### src/rtl/output_register_bank.sv
// Output register bank: queues {port, data} loads in a FIFO and drains them in order to
// per-port display registers. Define OUTREG_BYPASS_EN to let a load skip an empty FIFO.
module output_register_bank #(
  parameter int unsigned WIDTH  = 8,
  parameter int unsigned NPORTS = 2,
  parameter int unsigned DEPTH  = 4,
  localparam int unsigned PSW   = (NPORTS > 1) ? $clog2(NPORTS) : 1,
  localparam int unsigned CW    = $clog2(DEPTH) + 1
) (
  input  logic                     CLK,
  input  logic                     nCLR,
  input  logic                     nLo,
  input  logic [WIDTH-1:0]         orin,
  input  logic [PSW-1:0]           psel,
  input  logic [NPORTS-1:0]        disp_busy,
  output logic [NPORTS*WIDTH-1:0]  display,
  output logic [NPORTS-1:0]        disp_stb,
  output logic [CW-1:0]            count,
  output logic                     full,
  output logic                     empty,
  output logic                     ovf
);

  localparam int unsigned AW = $clog2(DEPTH);
  localparam logic [PSW:0] NPORTS_W = (PSW + 1)'(NPORTS);

  logic [WIDTH-1:0]        r_mem_data [DEPTH];
  logic [PSW-1:0]          r_mem_port [DEPTH];
  logic [AW-1:0]           r_head;
  logic [AW-1:0]           r_tail;
  logic [CW-1:0]           r_count;
  logic                    r_full;
  logic                    r_empty;
  logic                    r_ovf;
  logic [NPORTS*WIDTH-1:0] r_display;
  logic [NPORTS-1:0]       r_stb;

  logic                    w_load;
  logic                    w_bypass;
  logic                    w_push;
  logic                    w_pop;
  logic [PSW-1:0]          w_head_port;
  logic [WIDTH-1:0]        w_head_data;
  logic [CW-1:0]           w_count_d;
  logic [NPORTS*WIDTH-1:0] w_display_d;
  logic [NPORTS-1:0]       w_stb_d;

  // Loads aimed at a nonexistent port are ignored outright.
  assign w_load      = !nLo && ({1'b0, psel} < NPORTS_W);
  assign w_head_port = r_mem_port[r_head];
  assign w_head_data = r_mem_data[r_head];
  assign w_pop       = !r_empty && !disp_busy[w_head_port];

`ifdef OUTREG_BYPASS_EN
  assign w_bypass = w_load && r_empty && !disp_busy[psel];
`else
  assign w_bypass = 1'b0;
`endif

  assign w_push    = w_load && !r_full && !w_bypass;
  assign w_count_d = r_count + CW'(w_push) - CW'(w_pop);

  // Pop and bypass are exclusive: bypass needs an empty FIFO, pop a non-empty one.
  always_comb begin
    w_display_d = r_display;
    w_stb_d     = '0;
    for (int p = 0; p < NPORTS; p++) begin
      if (w_pop && (w_head_port == PSW'(p))) begin
        w_display_d[p*WIDTH +: WIDTH] = w_head_data;
        w_stb_d[p]                    = 1'b1;
      end else if (w_bypass && (psel == PSW'(p))) begin
        w_display_d[p*WIDTH +: WIDTH] = orin;
        w_stb_d[p]                    = 1'b1;
      end
    end
  end

  always_ff @(posedge CLK or negedge nCLR) begin
    if (!nCLR) begin
      r_head    <= '0;
      r_tail    <= '0;
      r_count   <= '0;
      r_full    <= 1'b0;
      r_empty   <= 1'b1;
      r_ovf     <= 1'b0;
      r_display <= '0;
      r_stb     <= '0;
    end else begin
      r_head    <= r_head + AW'(w_pop);
      r_tail    <= r_tail + AW'(w_push);
      r_count   <= w_count_d;
      r_full    <= (w_count_d == CW'(DEPTH));
      r_empty   <= (w_count_d == '0);
      r_ovf     <= r_ovf | (w_load & r_full);
      r_display <= w_display_d;
      r_stb     <= w_stb_d;
    end
  end

  // Entry storage needs no reset; validity is tracked by the pointers and count.
  always_ff @(posedge CLK) begin
    if (w_push) begin
      r_mem_data[r_tail] <= orin;
      r_mem_port[r_tail] <= psel;
    end
  end

  assign display  = r_display;
  assign disp_stb = r_stb;
  assign count    = r_count;
  assign full     = r_full;
  assign empty    = r_empty;
  assign ovf      = r_ovf;

endmodule

### config.mk
export PLATFORM = sky130hd
export DESIGN_NAME = output_register_bank
export DESIGN_NICKNAME = d
export VERILOG_FILES = /design/src/rtl/output_register_bank.sv
export SDC_FILE = /design/constraint.sdc
export NUM_CORES = 1
export LEC_CHECK = 0
export CAP_MARGIN = 25
export CORE_ASPECT_RATIO = 2
export CORE_MARGIN = 2
export CORE_UTILIZATION = 50
export CTS_BUF_LIST = sky130_fd_sc_hd__clkbuf_16
export CTS_CLUSTER_DIAMETER = 120
export DETAILED_ROUTE_END_ITERATION = 6
export DONT_BUFFER_PORTS = 1
export PLACE_DENSITY = 0.66
export SYNTH_ARGS = -nofsm -noshare
export SYNTH_HDL_FRONTEND = slang
export SYNTH_SLANG_ARGS = --single-unit
### constraint.sdc
create_clock -name CLK -period 2.5 [get_ports CLK]
set_input_delay 0.375 -clock CLK [delete_from_list [all_inputs] [get_ports CLK]]
set_output_delay 0.375 -clock CLK [all_outputs]
set_load 0.05 [all_outputs]
# After elaboration in Yosys (flattened, before gate mapping)
# Memory sizes are Yosys's and may differ from the RTL's.
# Cells that the tools add are included.
[word_totals]
ff_bits = 28
ram_bits = 36
in_bits = 14
output_inout_bits = 24
n_memories = 2
[mem_list]
columns = ["memory", "words", "width", "read_ports", "rd_clocked_by_memory_dff", "wr", "line_no", "source"]
rows = [
  ["r_mem_data", 4, 8, 1, 0, 1, "27", "logic [WIDTH-1:0] r_mem_data [DEPTH];"],
  ["r_mem_port", 4, 1, 1, 0, 1, "28", "logic [PSW-1:0] r_mem_port [DEPTH];"],
]
[op_classes]
add_sub_neg = 4
n_lt_le_gt_ge = 1
eq_ne = 1
muxes = 6
n_bitwise = 3
n_reduce_logical = 9
[ops]
columns = ["operator", "n"]
rows = [
  ["2-to-1 mux 1 bit", 6],
  ["adder 2 x 1 -> 2 bit", 2],
  ["logical AND 1 bit", 4],
  ["zero test 1 bit", 4],
  ["adder 3 x 1 -> 3 bit", 1],
  ["== test 3 bit, second input constant", 1],
  ["zero test 3 bit", 1],
  ["subtractor 3 x 1 -> 3 bit", 1],
  ["less-than comparator 1 x 2 -> 1 bit, second input constant", 1],
  ["AND 1 bit", 1],
  ["NOT 1 bit", 1],
  ["bitwise OR 1 bit", 1],
]

# Longest topological paths before layout
# An unclocked memory read counts as a cell.
[depth]
ltp_word = 7
ltp_mapped = 10
ltp_nobuf = 10

# Least setup slack after synthesis
# OpenSTA, ideal clock, no wires.
[synth_path]
kind = "reg-to-reg"
start = "reg r_empty, in the netlist empty"
end = "reg r_full, in the netlist full"
setup_time_ns = 0.088
t_arrival_ns = 2.594
setup_slack_ns = -0.182
path_stages_with_launch = 11
path_buffers = 0
synth_period_minus_slack_ns = 2.682
path_cell_list = "dfstp_2 -> or3b_1 -> o22ai_4 -> nand2b_2 -> xor2_1 -> ha_1 -> inv_1 -> fa_1 -> xnor2_1 -> xnor2_1 -> nor3b_1"
[synth_via]
elab_chain_len = 4
[synth_rtl]
columns = ["element", "line_no", "source"]
rows = [
  ["start, declared", "33", "logic r_empty;"],
  ["start signal, assigned", "93", "r_empty <= (w_count_d == '0);"],
  ["zero test 1 bit", "52", "assign w_pop = !r_empty && !disp_busy[w_head_port];"],
  ["logical AND 1 bit", "52", ""],
  ["subtractor 3 x 1 -> 3 bit", "61", "assign w_count_d = r_count + CW'(w_push) - CW'(w_pop);"],
  ["via w_count_d[2]", "44", "logic [CW-1:0] w_count_d;"],
  ["== test 3 bit", "92", "r_full <= (w_count_d == CW'(DEPTH));"],
  ["end signal, assigned", "92", ""],
  ["end, declared", "32", "logic r_full;"],
]
# The timed path passes the listed nets, and every way through them passes these cells.
# A chain may end at the register's enable or synchronous reset.

# Worst setup path after layout
[layout_path]
start = "reg r_head[1]"
end = "reg r_empty, in the netlist empty"
[layout_via]
elab_chain_len = 7
[layout_rtl]
columns = ["element", "line_no", "source"]
rows = [
  ["start, declared", "29", "logic [AW-1:0] r_head;"],
  ["start signal, assigned", "89", "r_head <= r_head + AW'(w_pop);"],
  ["memory read (4 x 1 bit)", "--", ""],
  ["2-to-1 mux 1 bit (implied by the code) (2 in a row)", "52", ""],
  ["zero test 1 bit", "52", ""],
  ["logical AND 1 bit", "52", ""],
  ["subtractor 3 x 1 -> 3 bit", "61", ""],
  ["via w_count_d[2]", "44", ""],
  ["zero test 3 bit", "93", ""],
]
# The timed path passes the listed nets, and every way through them passes these cells. The select of a mux whose other input is x is not followed.

==> key figures <==
Status
  • Status: finished, final reports clean

Clock network
  • Inserted Clock Buffers: 9
  • Maximum buffer depth of the clock tree: 2
  • Clock network latency to the later pin of the worst-skew pair: 0.32 ns
  • TritonCTS clock tree: built
  • Count of H-tree levels built during CTS: 3
  • Clock sink count: 64
  • Clock Root Buffer: sky130_fd_sc_hd__clkbuf_16
  • Clock edge transition at the registers on the reported setup and hold paths: 0.05 ns

Layout
  • Synth-to-layout area growth: 21.6%
  • Sequential standard cell area: 1780 sq um
  • Combined area of the multi-input logic cells: 698 sq um
  • Final antenna diode count: 0
  • Final layout net count: 173
  • FILL cells: 359
  • Share of layout cells above drive strength 1: 0.422

Synthesis
  • Syn Inst Count: 128
  • Fraction of synthesized cell area taken by the top area cell type: 0.441
  • Main flop type after synthesis: sky130_fd_sc_hd__edfxtp_1
  • Ranking of synthesized cells by instance count: sky130_fd_sc_hd__edfxtp_1 (36), sky130_fd_sc_hd__dfrtp_1 (27), sky130_fd_sc_hd__mux2_2 (16)
  • Number of flops mapped to enable cells by yosys: 36
  • Most used standard cell by instance count after synthesis: sky130_fd_sc_hd__edfxtp_1
  • Biggest area consumer among synthesized cells: sky130_fd_sc_hd__edfxtp_1
  • Synth warnings: 0
  • Share of synthesized area occupied by flip-flops and latches: 0.728
  • Cell types occupying the most area after synthesis: sky130_fd_sc_hd__edfxtp_1 (44%), sky130_fd_sc_hd__dfrtp_1 (28%), sky130_fd_sc_hd__mux2_2 (7.4%), sky130_fd_sc_hd__mux4_2 (7.4%), sky130_fd_sc_hd__dfstp_2 (1.1%)
  • Mean area per synthesized cell: 19.1 sq um
  • Synth Cell Area: 2450 sq um
  • Mapped Nets: 145
  • Synthesized flop and latch total: 64
  • Fraction of synthesis flops using an asynchronous set or reset pin: 0.438
  • Number of unique standard cell types used by synthesis: 29

Global route
  • Sum of overflow across all layers after global routing: 0
  • Via count of the first global-routing pass: 1322
  • Total Routing Usage GR: 0.183
  • Maximum number of pins on one net before global-route repair: 29
  • Number of antenna violations at the first check in global routing: 0
  • First-pass GRT wire length: 6.60 mm

Place
  • Number of port buffers: 0
  • Routability Congestion: 0.772
  • Placed wire-length estimate: 2.95 mm

STA
  • Worst setup skew after layout: 0.00854 ns
  • F_max: 404 MHz
  • Count of endpoints failing hold in the final timing report: 0
  • Ratio of final minimum period to clock period: 0.990
  • Min Hold Slack: 0.144 ns
  • Final-report max-slew violation count: 0
  • Least-Margin Pin Slew: 0.566 ns
  • Minimum period implied by the final worst setup slack: 2.47 ns
  • Tightest slew margin relative to the limit: 0.623
  • Setup repair after global routing missed its margin: yes
  • Number of setup violations in the final report: 0

Detailed routing
  • Via-per-instance ratio: 5.60
  • Post-detailed-route wirelength per cell: 20.1 microns
  • Number of DRC markers after the initial detailed-route iteration: 23
  • Via total after detailed routing: 1221
  • Final wirelength: 4.38 mm
  • Number of design rule violations left after detail routing: 0
  • Detail Route Antenna Nets: 0
  • Pre-antenna DRT Iters: 4

Min path
  • Number of cells on the worst hold path: 0
  • Type of the tightest min-delay check: input pin to register
  • Worst hold path endpoint: r_mem_port[1]
  • Startpoint of the lowest-slack hold path: psel

Critical path
  • Worst Path Arrival: 2.73 ns
  • Worst setup slack for register-to-register paths: 0.03 ns
  • Endpoint required time on the critical path: 2.75 ns
  • Cells along the critical path: or3b_4 -> o22ai_4 -> nand2b_4 -> xor2_2 -> ha_2 -> inv_1 -> fa_2 -> xnor2_1 -> xnor2_1 -> buf_4 -> nor3_2
  • Launch point of the worst reg-to-reg path: r_head[1]
  • Dominant cell type by count on the critical path: sky130_fd_sc_hd__xnor2_1
  • Worst Reg-to-Reg Cells: 11
  • Critical path's top delay family: simple AND/OR/NAND/NOR gates
  • Count of buffering cells on the critical path with inverters included: 2
  • Critical path startpoint category: register
  • R2R Path End: empty
  • Slowest library cell on the worst path: sky130_fd_sc_hd__or3b_4
  • Critical path type: register to register
  • CP Max Fanout: 4
  • Type of destination of the critical path: register
  • Beginning of the critical path: r_head[1]
  • Slowest Stage Delay on Critical Path: 0.42 ns

Floorplanning
  • Core box area: 4770 sq um
  • I/O pin total: 38
  • Effective utilization at floorplan: 0.513
  • Die Y: 103 microns
  • Die Wd: 53.5 microns
  • Die Outline Area: 5510 sq um
  • Row cnt: 36

Flow run
  • Number of violations of the max-capacitance limit: 0
## worst max path at each step
stage | endpoint | slack [ns] | cells past startpoint
2_1_floorplan | full | -0.18 | 10
5_1_grt | empty | -0.08 | 11
3_3_place_gp | full | -0.08 | 11
6_report | empty | 0.03 | 11
3_5_place_dp | full | -0.15 | 11
4_1_cts | full | -0.0007 | 10
## metal layers
metal	track usage	wire length [microns]	vias up
li1	-	-	546
met1	0.189	1600	624
met2	0.302	2360	37
met3	0.0449	243	14
met4	0.148	174	0
met5	0	0	-
## registers in the layout (all words and copies together), names as in the netlist, 2 cells and up
register,cells
disp_stb,2
r_head,2
r_tail,2
count,3
r_mem_data,32
r_mem_port,4
display,16
## worst register-to-register path, cell delays in order, from the launching register on
cell	delay, ns
sky130_fd_sc_hd__dfrtp_1	0.40
sky130_fd_sc_hd__or3b_4	0.42
sky130_fd_sc_hd__o22ai_4	0.19
sky130_fd_sc_hd__nand2b_4	0.17
sky130_fd_sc_hd__xor2_2	0.13
sky130_fd_sc_hd__ha_2	0.17
sky130_fd_sc_hd__inv_1	0.04
sky130_fd_sc_hd__fa_2	0.33
sky130_fd_sc_hd__xnor2_1	0.14
sky130_fd_sc_hd__xnor2_1	0.16
sky130_fd_sc_hd__buf_4	0.17
sky130_fd_sc_hd__nor3_2	0.09
## layout make-up
class | instances | area share
Clock buffer | 9 | 0.0756
Clock inverter | 7 | 0.00966
Inverter | 4 | 0.00504
Multi-Input combinational cell | 58 | 0.234
Sequential cell | 64 | 0.598
Tap cell | 57 | 0.0239
Timing Repair Buffer | 19 | 0.0529
## cell families after synthesis
kind of cell,after synthesis,share of synthesized area
flops,64,0.728
mux,26,0.155
simple gates,16,0.0388
compound gates,8,0.0322
buf+inv,6,0.00970
xor+xnor,5,0.0179
fa+ha+maj,3,0.0184
## what timing repair did
item                                    CTS  global route
gates resized for setup                   6             3
pin swaps                                 1             3
hold buffers                              2             0
hold endpoints to repair                 28             0
endpoints found under the setup margin    2             3
buffers inserted                          3             0
## through the flow
step / instances / instance area (sq um) / TNS, ns / setup slack [ns] / utilization
after floorplan: 128 / 2450 / -0.298 / -0.181 / -
after global placement: 197 / 2640 / -0.0829 / -0.0829 / 0.552
after CTS: 218 / 2970 / -0.000684 / -0.000684 / 0.621
final: 218 / 2980 / 0 / 0.0250 / 0.624
after global routing: 218 / 2980 / -0.128 / -0.0808 / 0.624
after detailed placement: 197 / 2640 / -0.151 / -0.151 / 0.552
## layout by cell type, fill, tap and decap left out
cell,count
sky130_fd_sc_hd__clkinv_2,2
sky130_fd_sc_hd__nor2b_1,1
sky130_fd_sc_hd__nor3_2,1
sky130_fd_sc_hd__ha_1,1
sky130_fd_sc_hd__dfstp_2,1
sky130_fd_sc_hd__edfxtp_1,36
sky130_fd_sc_hd__mux4_2,8
sky130_fd_sc_hd__buf_4,17
sky130_fd_sc_hd__a21o_1,1
sky130_fd_sc_hd__nor3b_2,2
sky130_fd_sc_hd__or3_1,1
sky130_fd_sc_hd__dfrtp_1,27
sky130_fd_sc_hd__o211ai_1,2
sky130_fd_sc_hd__a22oi_4,1
sky130_fd_sc_hd__clkbuf_16,9
sky130_fd_sc_hd__o21ai_0,3
sky130_fd_sc_hd__ha_2,1
sky130_fd_sc_hd__nand2_1,2
sky130_fd_sc_hd__mux2_2,16
sky130_fd_sc_hd__or3b_4,1
sky130_fd_sc_hd__nor4b_2,1
sky130_fd_sc_hd__mux2i_2,2
sky130_fd_sc_hd__and3_1,1
sky130_fd_sc_hd__xor2_1,2
sky130_fd_sc_hd__buf_12,1
sky130_fd_sc_hd__dlygate4sd3_1,1
sky130_fd_sc_hd__nor3_1,1
sky130_fd_sc_hd__o22ai_4,1
sky130_fd_sc_hd__fa_2,1
sky130_fd_sc_hd__inv_1,9
sky130_fd_sc_hd__nor2_1,3
sky130_fd_sc_hd__xnor2_1,2
sky130_fd_sc_hd__nor4_2,1
sky130_fd_sc_hd__xor2_2,1
sky130_fd_sc_hd__nand2b_4,1
Power is not shown: default switching activity piles up to over one toggle a cycle in this logic, so the estimate is an artifact.
